<file path="src/rtl/bnn_param_loader_if.sv">
// Host-side byte stream into the BNN parameter loader (valid/ready handshake).
interface bnn_param_loader_if #(
    parameter int unsigned BYTE_W = 8
);
    logic [BYTE_W-1:0] in_data;
    logic              in_valid;
    logic              in_ready;

    modport master (output in_data, output in_valid, input in_ready);
    modport slave  (input in_data, input in_valid, output in_ready);
endinterface

</file>
<file path="src/rtl/bnn_param_loader.sv">
// Serializes host configuration bytes MSB-first into the neuron daisy chain,
// optionally comparing the chain tail against the re-sent stream.
module bnn_param_loader #(
    parameter int unsigned CHAIN_LEN = 44,
    parameter int unsigned BYTE_W    = 8
) (
    input  logic              clk,
    input  logic              reset,
    input  logic              start,
    input  logic              verify_en,
    bnn_param_loader_if.slave bus,
    output logic              setup,
    output logic              chain_data,
    input  logic              chain_tail,
    output logic              busy,
    output logic              done,
    output logic              mismatch
);
    localparam int unsigned CNT_W = $clog2(CHAIN_LEN + 1);
    localparam int unsigned IDX_W = (BYTE_W > 1) ? $clog2(BYTE_W) : 1;

    typedef enum logic [1:0] {IDLE, FETCH, SHIFT, FINISH} state_t;

    state_t            state;
    logic [BYTE_W-1:0] shift_q;
    logic [CNT_W-1:0]  bit_cnt;
    logic [IDX_W-1:0]  bit_idx;
    logic              verify_q;

    // chain_data is the bit on the wire this cycle; shift_q holds the bits still to follow.
    always_ff @(posedge clk) begin
        if (reset) begin
            state        <= IDLE;
            shift_q      <= '0;
            bit_cnt      <= '0;
            bit_idx      <= '0;
            verify_q     <= 1'b0;
            bus.in_ready <= 1'b0;
            setup        <= 1'b0;
            chain_data   <= 1'b0;
            busy         <= 1'b0;
            done         <= 1'b0;
            mismatch     <= 1'b0;
        end else begin
            case (state)
                IDLE: begin
                    if (start) begin
                        state        <= FETCH;
                        verify_q     <= verify_en;
                        mismatch     <= 1'b0;
                        bit_cnt      <= CNT_W'(CHAIN_LEN);
                        busy         <= 1'b1;
                        bus.in_ready <= 1'b1;
                    end
                end
                FETCH: begin
                    if (bus.in_valid && bus.in_ready) begin
                        state        <= SHIFT;
                        chain_data   <= bus.in_data[BYTE_W-1];
                        shift_q      <= bus.in_data << 1;
                        bit_idx      <= IDX_W'(BYTE_W - 1);
                        bus.in_ready <= 1'b0;
                        setup        <= 1'b1;
                    end
                end
                SHIFT: begin
                    if (verify_q && (chain_tail != chain_data)) begin
                        mismatch <= 1'b1;
                    end
                    if (bit_cnt != '0) begin
                        bit_cnt <= bit_cnt - 1'b1;
                    end
                    // Partial final byte: the count runs out before bit_idx does.
                    if ((bit_cnt == '0) || (bit_cnt == CNT_W'(1))) begin
                        state      <= FINISH;
                        setup      <= 1'b0;
                        chain_data <= 1'b0;
                        done       <= 1'b1;
                    end else if (bit_idx == '0) begin
                        state        <= FETCH;
                        setup        <= 1'b0;
                        chain_data   <= 1'b0;
                        bus.in_ready <= 1'b1;
                    end else begin
                        chain_data <= shift_q[BYTE_W-1];
                        shift_q    <= shift_q << 1;
                        bit_idx    <= bit_idx - 1'b1;
                    end
                end
                FINISH: begin
                    state <= IDLE;
                    done  <= 1'b0;
                    busy  <= 1'b0;
                end
                default: begin
                    state <= IDLE;
                end
            endcase
        end
    end
endmodule

</file>
<file path="src/flat_wrapper.sv">
// flat-port wrapper written by rule: the top's interface ports become plain ports
module bnn_param_loader_flat 
#(
    parameter int unsigned CHAIN_LEN = 44,
    parameter int unsigned BYTE_W    = 8
)
  (clk, reset, start, verify_en, setup, chain_data, chain_tail, busy, done, mismatch, bus_in_data, bus_in_valid, bus_in_ready);
  bnn_param_loader_if #(.BYTE_W(BYTE_W)) bus_i ();
  input  logic clk;
  input  logic reset;
  input  logic start;
  input  logic verify_en;
  output logic setup;
  output logic chain_data;
  input  logic chain_tail;
  output logic busy;
  output logic done;
  output logic mismatch;
  input wire logic [$bits(bus_i.in_data)-1:0] bus_in_data;
  input wire logic [$bits(bus_i.in_valid)-1:0] bus_in_valid;
  output wire logic [$bits(bus_i.in_ready)-1:0] bus_in_ready;
  assign bus_i.in_data = bus_in_data;
  assign bus_i.in_valid = bus_in_valid;
  assign bus_in_ready = bus_i.in_ready;
  bnn_param_loader #(.CHAIN_LEN(CHAIN_LEN), .BYTE_W(BYTE_W)) u_core (.clk(clk), .reset(reset), .start(start), .verify_en(verify_en), .bus(bus_i), .setup(setup), .chain_data(chain_data), .chain_tail(chain_tail), .busy(busy), .done(done), .mismatch(mismatch));
endmodule
</file>
<file path="config.mk">
export PLATFORM = sky130hd
export DESIGN_NAME = bnn_param_loader_flat
export DESIGN_NICKNAME = d
export VERILOG_FILES = /design/src/rtl/bnn_param_loader_if.sv /design/src/rtl/bnn_param_loader.sv /design/src/flat_wrapper.sv
export SDC_FILE = /design/constraint.sdc
export NUM_CORES = 1
export LEC_CHECK = 0
export BUFFER_PORTS_ARGS = -buffer_cell sky130_fd_sc_hd__buf_2
export CORE_ASPECT_RATIO = 2
export CORE_MARGIN = 8
export CORE_UTILIZATION = 56
export CTS_CLUSTER_DIAMETER = 40
export CTS_CLUSTER_SIZE = 30
export DETAILED_ROUTE_END_ITERATION = 7
export PLACE_DENSITY = 0.78
export SYNTH_ARGS = -nofsm -noshare
export SYNTH_HDL_FRONTEND = slang
export SYNTH_SLANG_ARGS = --single-unit
export TNS_END_PERCENT = 30
</file>
<file path="constraint.sdc">
create_clock -name clk -period 2.03 [get_ports clk]
set_input_delay 0.3045 -clock clk [delete_from_list [all_inputs] [get_ports clk]]
set_output_delay 0.3045 -clock clk [all_outputs]
set_load 0.01 [all_outputs]
</file>
# [Word-level counts from Yosys, hierarchy flattened]
# Index checks and enable logic that the tools add are counted.
[classes] add_sub_neg=2 n_eq_ne=14 muxes=35 reduce_logical=22
[ops] op="2-to-1 mux 8 bit" n=3
[ops] op="case mux 8 bit (2 select lines)" n=1
[ops] op="2-to-1 mux 1 bit" n=13
[ops] op="2-to-1 mux 6 bit" n=2
[ops] op="case mux 6 bit (2 select lines)" n=1
[ops] op="AND reduction 3 bit" n=4
[ops] op="!= test 2 x 1 -> 1 bit (second input constant)" n=5
[ops] op="case mux 1 bit (2 select lines)" n=5
[ops] op="2-to-1 mux 3 bit" n=3
[ops] op="2-to-1 mux 2 bit" n=4
[ops] op="case mux 2 bit (4 select lines)" n=1
[ops] op="AND reduction 2 bit" n=4
[ops] op="nonzero test 2 bit" n=4
[ops] op="== test 6 x 1 -> 1 bit (second input constant)" n=1
[ops] op="zero test 6 bit" n=1
[ops] op="!= test 2 bit (second input constant)" n=3
[ops] op="case mux 3 bit (2 select lines)" n=1
[ops] op="nonzero test 6 bit" n=1
[ops] op="subtractor 6 x 1 -> 6 bit (second input constant)" n=1
[ops] op="AND reduction 5 bit" n=1
[ops] op="== test 2 bit (second input constant)" n=2
[ops] op="AND reduction 4 bit" n=1
[ops] op="zero test 3 bit" n=1
[ops] op="!= test 3 x 1 -> 1 bit (second input constant)" n=1
[ops] op="8 further kinds" n=9
[totals] regBits=26 input_bits=14 output_inout_bits=6 word_cells=84

# [Longest topological paths before layout]
# Gate-level depths: netlist of run 1.
[logic_depth] depth_word=4 depth_mapped=8 depth_no_buf=6

# [Least setup slack after synthesis of run 1]
# OpenSTA, ideal clock, no wires.
[synth_timing] kind="register -> register" from="reg u_core.state[0]" to="reg u_core.bit_cnt[1]" setup_ns=0.128 t_arrival_ns=1.542 t_required_ns=1.902 setup_slack_ns=0.360 stages_incl_launch_ff=8 path_buffers=1 synth_period_minus_slack_ns=1.670 path_cell_list="dfxtp_1 -> inv_1 -> ha_1 -> buf_2 -> mux2_2 -> o21ai_1 -> mux2i_1 -> nor2_1"
[synth_between] elab_chain_cells=3 word_cells_on_any_way=7 classes_between="eq/ne (3); mux (1); reduce/logical (3)"
[synth_lines] element="start, declared" line="bnn_param_loader.sv:24" rtl="state_t state;"
[synth_lines] element="start signal, assigned" line="bnn_param_loader.sv:33" rtl="state <= IDLE;"
[synth_lines] element="start signal, assigned" line="bnn_param_loader.sv:48" rtl="state <= FETCH;"
[synth_lines] element="start signal, assigned" line="bnn_param_loader.sv:58" rtl="state <= SHIFT;"
[synth_lines] element="== test 2 bit / zero test 2 bit (equally long branches)" line="bnn_param_loader.sv:45" rtl="case (state)"
[synth_lines] element="!= test 2 x 1 -> 1 bit (no source line) (tied with other cells)"
[synth_lines] element="AND reduction 3 bit (no source line)"
[synth_lines] element="end signal, assigned" line="bnn_param_loader.sv:51" rtl="bit_cnt <= CNT_W'(CHAIN_LEN);"
[synth_lines] element="end signal, assigned" line="bnn_param_loader.sv:71" rtl="bit_cnt <= bit_cnt - 1'b1;"
[synth_lines] element="end, declared" line="bnn_param_loader.sv:26" rtl="logic [CNT_W-1:0] bit_cnt;"
# Parallel ways exist; a longest one is shown, timed or not.
# A chain may end at the register's enable or synchronous reset.

# [Final worst setup path of run 1]
[layout_timing] from="reg u_core.state[0]" to="reg u_core.bit_idx[0]"
[layout_between] elab_chain_cells=3 word_cells_on_any_way=8 classes_between="eq/ne (5); mux (1); reduce/logical (2)"
[layout_lines] element="== test 2 bit / == test 2 x 1 -> 1 bit (equally long branches)" line="bnn_param_loader.sv:45"
[layout_lines] element="!= test 2 bit (no source line) (tied with other cells)"
[layout_lines] element="AND reduction 4 bit (no source line)"
[layout_lines] element="end signal, assigned" line="bnn_param_loader.sv:61" rtl="bit_idx <= IDX_W'(BYTE_W - 1);"
[layout_lines] element="end signal, assigned" line="bnn_param_loader.sv:87" rtl="bit_idx <= bit_idx - 1'b1;"
[layout_lines] element="end, declared" line="bnn_param_loader.sv:27" rtl="logic [IDX_W-1:0] bit_idx;"
# Parallel ways exist; a longest one is shown, timed or not.

==> impl_metrics.json, run 1 <==
{
  "grt_antenna_before_repair": 0,
  "ys_ff_latch": 25,
  "finalPower_mw": 2.36,
  "synth_nets": 201,
  "path_max_fanout": 10,
  "ir_worst_vdd_mv": 0.779,
  "syn2layout_area_growth_pct": 12.2,
  "status": "finished clean",
  "viasPerCell": 6.08,
  "ios": 20,
  "fp.dieH_um": 89.0,
  "clk_latency_ns": 0.27,
  "grt_pass1_vias": 1340,
  "cp.required_ns": 2.21,
  "finalNetCount": 222,
  "grt_pass1_wl_um": 5730,
  "crit_arrival_ns": 2.01,
  "start_util_pct": 58.8,
  "setup_tns_ns": 0,
  "routabilityCongestion": 0.816,
  "grt_overflow": 0,
  "leakage_nw": 0.681,
  "wirelength_um": 3510,
  "syn_avg_cell_area_um2": 8.43,
  "num_vias": 1367,
  "timing_worst_setup_path_type": "reg -> reg",
  "wl_per_cell_um": 15.6,
  "hp-class": "in -> reg",
  "fp.dieW_um": 52.5,
  "io_buffers": 19,
  "muxShareOfSynthArea_pct": 6.79,
  "endpoint_kind": "flop",
  "cts_buffer_depth": 2,
  "r2r_start": "u_core.state[0]$_SDFFE_PP0P_",
  "syn_area_um2": 1490,
  "yosys_warnings": 0,
  "synthAdderAreaFrac_pct": 8.38,
  "worst_slew_pin_slew_ns": 0.498,
  "synth_cells": 177,
  "finalHoldViolCount": 0,
  "synth_top_area_share_pct": 33.5,
  "synth_ff_type": "dfxtp_1",
  "fin_worst_skew_ns": 0.00255,
  "relSlewSlack_pct": 66.8,
  "layout-drive-gt1-share_pct": 18.3,
  "clock_sinks": 25,
  "clkTransAtPathRegs_ns": 0.09,
  "clock-root-buffer": "clkbuf_8",
  "rsz0062_at_grt": "no",
  "hpwl_um": 2660,
  "drv_cap": 0,
  "synth_area_leaders": "dfxtp_1 34%, ha_1 8.4%, a21oi_1 7.4%, mux2i_1 6.0%, nor3_1 3.7%",
  "hold_buffers": 0,
  "fin_cells": 225,
  "power.density_nw_per_um2": 1410,
  "layout_common_cells": "25 x dfxtp_1, 22 x a21oi_1, 19 x buf_2",
  "drc": 0,
  "start_kind": "flop",
  "yosysUniqueCellTypes": 42,
  "antenna_left": 0,
  "cts_tree": "yes",
  "dp.cells": 221,
  "timing.final.crit_share_pct": 90.4,
  "synth-simple-area-share_pct": 22.2,
  "slew_violations": 0,
  "fin_area_um2": 1670,
  "antenna_cells": 0,
  "core_um2": 2540,
  "max_freq_ghz": 0.545,
  "cp-startpoint": "u_core.state[0]$_SDFFE_PP0P_",
  "synth_top_family_by_area": "simple AND/OR/NAND/NOR gates",
  "setup_viol": 0,
  "drt_iter0_drc": 37,
  "synth_edf_count": 0,
  "hold_path_startpoint": "verify_en",
  "num_rows": 26,
  "fill_cells": 221,
  "grt_usage_pct": 15.2,
  "async_flop_share_pct": 0,
  "layout_commonest_cell": "dfxtp_1",
  "cts_buffers": 3,
  "grt_start_max_net_pins": 27,
  "synth_area_leader_cell": "dfxtp_1",
  "synth_xor_area_share_pct": 2.93,
  "placed_cell_area_um2": 1620,
  "synth_compound_area_share_pct": 21.7,
  "synth-seq-area-share_pct": 33.5,
  "dr.pass1.iters": 4,
  "dieArea_um2": 4670,
  "htree_levels": 1,
  "period_minus_slack_ns": 1.83
}
synth_stat cells, types with 3 or more instances:
library cell / instances
a21oi_1: 22
and3_1: 7
clkbuf_1: 6
dfxtp_1: 25
ha_1: 10
inv_1: 6
mux2i_1: 9
nand2_1: 11
nand2b_1: 6
nand4_1: 3
nor2_1: 9
nor2b_1: 4
nor3_1: 11
o2111ai_1: 3
o21a_1: 3
o21ai_0: 3
o21ai_1: 5
xor2_1: 5
report_power, final:
group | switching (mW) | internal, mW
combinational | 0.710 | 0.561
clock | 0.163 | 0.139
sequential | 0.141 | 0.644
routing by layer:
metal  global-route usage [%]  up-vias  routed length, um
li1                         -      676                  -
met1                     16.0      638               1380
met2                     27.7       49               1860
met3                     2.67        4                229
met4                     6.40        0                 42
met5                        0        -                  0
layout make-up:
type | count | area [um2] | area share, %
timing repair buffer | 25 | 140 | 8.37
inverter | 6 | 22.5 | 1.35
sequential | 25 | 500 | 29.9
tap | 28 | 35.0 | 2.09
clock buffer | 3 | 41.3 | 2.47
multi-input combinational | 137 | 927 | 55.4
clock inverter | 1 | 7.51 | 0.448
worst paths after layout:
kind | to | slack, ns | cells after the start
min | u_core.verify_q$_SDFFE_PP0P_ | 0.31 | 3
min reg2reg | u_core.mismatch$_SDFFE_PP0P_ | 0.46 | 2
max reg2reg | u_core.bit_idx[0]$_SDFFE_PP0P_ | 0.20 | 7
max | u_core.bit_idx[0]$_SDFFE_PP0P_ | 0.20 | 7
what timing repair did:
action                     in CTS  in global routing
gates resized for setup         0                  1
setup endpoints to repair       0                  5
buffers inserted                0                  0
critical path, cell delays in order (launching register included):
cell and delay, ns:
dfxtp_1 0.44, inv_1 0.12, ha_1 0.32, nor2b_1 0.20, buf_4 0.16, o21ai_0 0.17
mux2i_1 0.10, a221oi_1 0.23
cells by family (layout without fill, tap and decap cells):
kind of cell | Yosys count | in the layout
simple gates | 62 | 62
flops | 25 | 25
fa+ha+maj | 10 | 10
compound gates | 50 | 50
buf+inv | 15 | 35
xor+xnor | 5 | 5
mux | 10 | 10
per-stage QoR:
stage          worst slack [ns]  hold slack, ns  util, %
2_1_floorplan             0.360           0.437        -
3_3_place_gp              0.233           0.446     64.0
3_5_place_dp              0.152           0.449     64.0
4_1_cts                   0.130           0.299     65.9
5_1_grt                  0.0293           0.314     66.0
6_report                  0.195           0.312     66.0
state kept, by name, summed over array words and instances (netlist names):
| signal | flops |
|---|---|
| u_core.shift_q | 7 |
| u_core.verify_q | 1 |
| u_core.mismatch | 1 |
| u_core.chain_data | 1 |
| u_core.bus.in_ready | 1 |
| u_core.bit_cnt | 6 |
| u_core.setup | 1 |
| u_core.state | 2 |
| u_core.done | 1 |
| u_core.busy | 1 |
| u_core.bit_idx | 3 |
Note: power is estimated with default switching activity, not from simulation.
==> run 2, diff against run 1 <==
--- a/config.mk
+++ b/config.mk
@@ -5,14 +5,14 @@
 export SDC_FILE = /design/constraint.sdc
 export NUM_CORES = 1
 export LEC_CHECK = 0
-export BUFFER_PORTS_ARGS = -buffer_cell sky130_fd_sc_hd__buf_2
 export CORE_ASPECT_RATIO = 2
 export CORE_MARGIN = 8
-export CORE_UTILIZATION = 56
+export CORE_UTILIZATION = 30
 export CTS_CLUSTER_DIAMETER = 40
 export CTS_CLUSTER_SIZE = 30
 export DETAILED_ROUTE_END_ITERATION = 7
-export PLACE_DENSITY = 0.78
+export DONT_BUFFER_PORTS = 1
+export PLACE_DENSITY = 0.44
 export SYNTH_ARGS = -nofsm -noshare
 export SYNTH_HDL_FRONTEND = slang
 export SYNTH_SLANG_ARGS = --single-unit
==> run 2 against run 1 <==
Effect of this change:
- flip-flop and latch count stayed put
- combinational power is 4% lower
- worst hold slack worse by 0.22 ns
- non-clock buffer count is 19 lower
- critical path type unchanged
- largest cell class unchanged
==> impl_metrics.json, run 2 (same netlist as run 1, synthesis figures left out) <==
{
  "relSlewSlack_pct": 64.2,
  "largest_register_ffs": 7,
  "start_util_pct": 31.0,
  "finalHoldViolCount": 0,
  "drt_iter0_drc": 29,
  "antenna_left": 0,
  "finalNetCount": 203,
  "slew_violations": 0,
  "power.density_nw_per_um2": 1450,
  "num_rows": 36,
  "endpoint_kind": "flop",
  "clk_latency_ns": 0.28,
  "ir_worst_vdd_mv": 0.611,
  "grt-busiest-layer": "met2",
  "grt_overflow": 0,
  "fin_area_um2": 1620,
  "grtUsageMet3_pct": 2.90,
  "wirelength_um": 3810,
  "reg_top3": "u_core.shift_q x7, u_core.bit_cnt x6, u_core.bit_idx x3",
  "wl_per_cell_um": 16.2,
  "cts_buffer_depth": 2,
  "layout-drive-gt1-share_pct": 10.1,
  "htree_levels": 1,
  "placed_cell_area_um2": 1570,
  "layout_commonest_cell": "dfxtp_1",
  "drv_cap": 0,
  "setup_tns_ns": 0,
  "rsz0062_at_grt": "no",
  "status": "finished clean",
  "worst_slew_pin_slew_ns": 0.532,
  "globalRouteMet2Util_pct": 19.0,
  "layout_common_cells": "25 x dfxtp_1, 22 x a21oi_1, 11 x nor3_1",
  "clock_sinks": 25,
  "regMostFlops": "u_core.shift_q",
  "antenna_cells": 0,
  "finalPower_mw": 2.34,
  "routabilityCongestion": 0.862,
  "start_kind": "flop",
  "clkTransAtPathRegs_ns": 0.10,
  "ios": 20,
  "grt_pass1_vias": 1330,
  "grt_use_met1_pct": 11.2,
  "cp.required_ns": 2.21,
  "fin_worst_skew_ns": 0.00390,
  "grt_start_max_net_pins": 27,
  "timing.final.crit_share_pct": 92.9,
  "fp.dieH_um": 116,
  "max_freq_ghz": 0.530,
  "io_buffers": 0,
  "crit_arrival_ns": 2.07,
  "grt_antenna_before_repair": 0,
  "viasPerCell": 5.42,
  "fp.dieW_um": 65.9,
  "dr.pass1.iters": 4,
  "path_max_fanout": 11,
  "cts_buffers": 3,
  "setup_viol": 0,
  "period_minus_slack_ns": 1.89,
  "core_um2": 4820,
  "fill_cells": 508,
  "hp-class": "in -> reg",
  "grt_pass1_wl_um": 6410,
  "drc": 0,
  "grt_usage_pct": 10.7,
  "clock-root-buffer": "clkbuf_8",
  "timing_worst_setup_path_type": "reg -> reg",
  "syn2layout_area_growth_pct": 8.38,
  "dieArea_um2": 7630,
  "leakage_nw": 0.599,
  "num_vias": 1274,
  "hpwl_um": 2980,
  "cts_tree": "yes"
}
run 2: cell types whose count changed in the layout (fill, tap and decap cells not counted):
cell     change
nand2_1      -1
buf_2       -19
nand2_2      +1
run 2: area by class of cell:
cell class | instances | area [um2] | share of cell area (%)
multi-input combinational | 137 | 930 | 57.5
clock inverter | 1 | 7.51 | 0.464
inverter | 6 | 22.5 | 1.39
clock buffer | 3 | 41.3 | 2.55
sequential | 25 | 500 | 30.9
timing repair buffer | 6 | 45.0 | 2.78
tap | 57 | 71.3 | 4.41
run 2: worst paths after layout:
| check | startpoint | endpoint | slack, ns | cells after the start |
|---|---|---|---|---|
| setup / recovery | u_core.state[0]$_SDFFE_PP0P_ | u_core.bit_cnt[1]$_SDFFE_PP0P_ | 0.14 | 7 |
| hold / removal | reset | u_core.state[0]$_SDFFE_PP0P_ | 0.09 | 1 |
| setup reg to reg | u_core.state[0]$_SDFFE_PP0P_ | u_core.bit_cnt[1]$_SDFFE_PP0P_ | 0.14 | 7 |
| hold reg to reg | u_core.shift_q[1]$_SDFFE_PP0P_ | u_core.shift_q[1]$_SDFFE_PP0P_ | 0.48 | 2 |
run 2: per-layer routing:
metal  wire, um  vias up
li1           -      641
met1       1500      603
met2       1990       24
met3        238        6
met4         76        0
met5          0        -
run 2: power by group:
part | internal [mW] | switching, mW
Clock | 0.140 | 0.179
Sequential | 0.644 | 0.157
Combinational | 0.536 | 0.685
Total | 1.32 | 1.02
run 2: metrics by stage:
| step | hold slack, ns | util [%] | worst slack [ns] | instances |
|---|---|---|---|---|
| after floorplan | 0.437 | - | 0.360 | 177 |
| after CTS | 0.0759 | 33.5 | 0.0873 | 235 |
| after global routing | 0.0795 | 33.6 | 0.0114 | 235 |
| after detailed placement | 0.376 | 32.5 | 0.109 | 231 |
| after global placement | 0.377 | 32.5 | 0.163 | 231 |
| final | 0.0926 | 33.6 | 0.145 | 235 |
run 2: repair_timing:
item | in CTS | in global routing
setup endpoints to repair | 0 | 6
gates resized for setup | 0 | 2
setup buffers | 0 | 0
endpoints found under the hold margin | 0 | 0
hold buffers | 0 | 0
run 2: critical path: stages (launching register included):
cell and delay [ns]:
dfxtp_1 0.45, inv_1 0.13, ha_1 0.30, buf_4 0.20, mux2_2 0.31, o21ai_1 0.14, mux2i_1 0.21, nor2_1 0.05
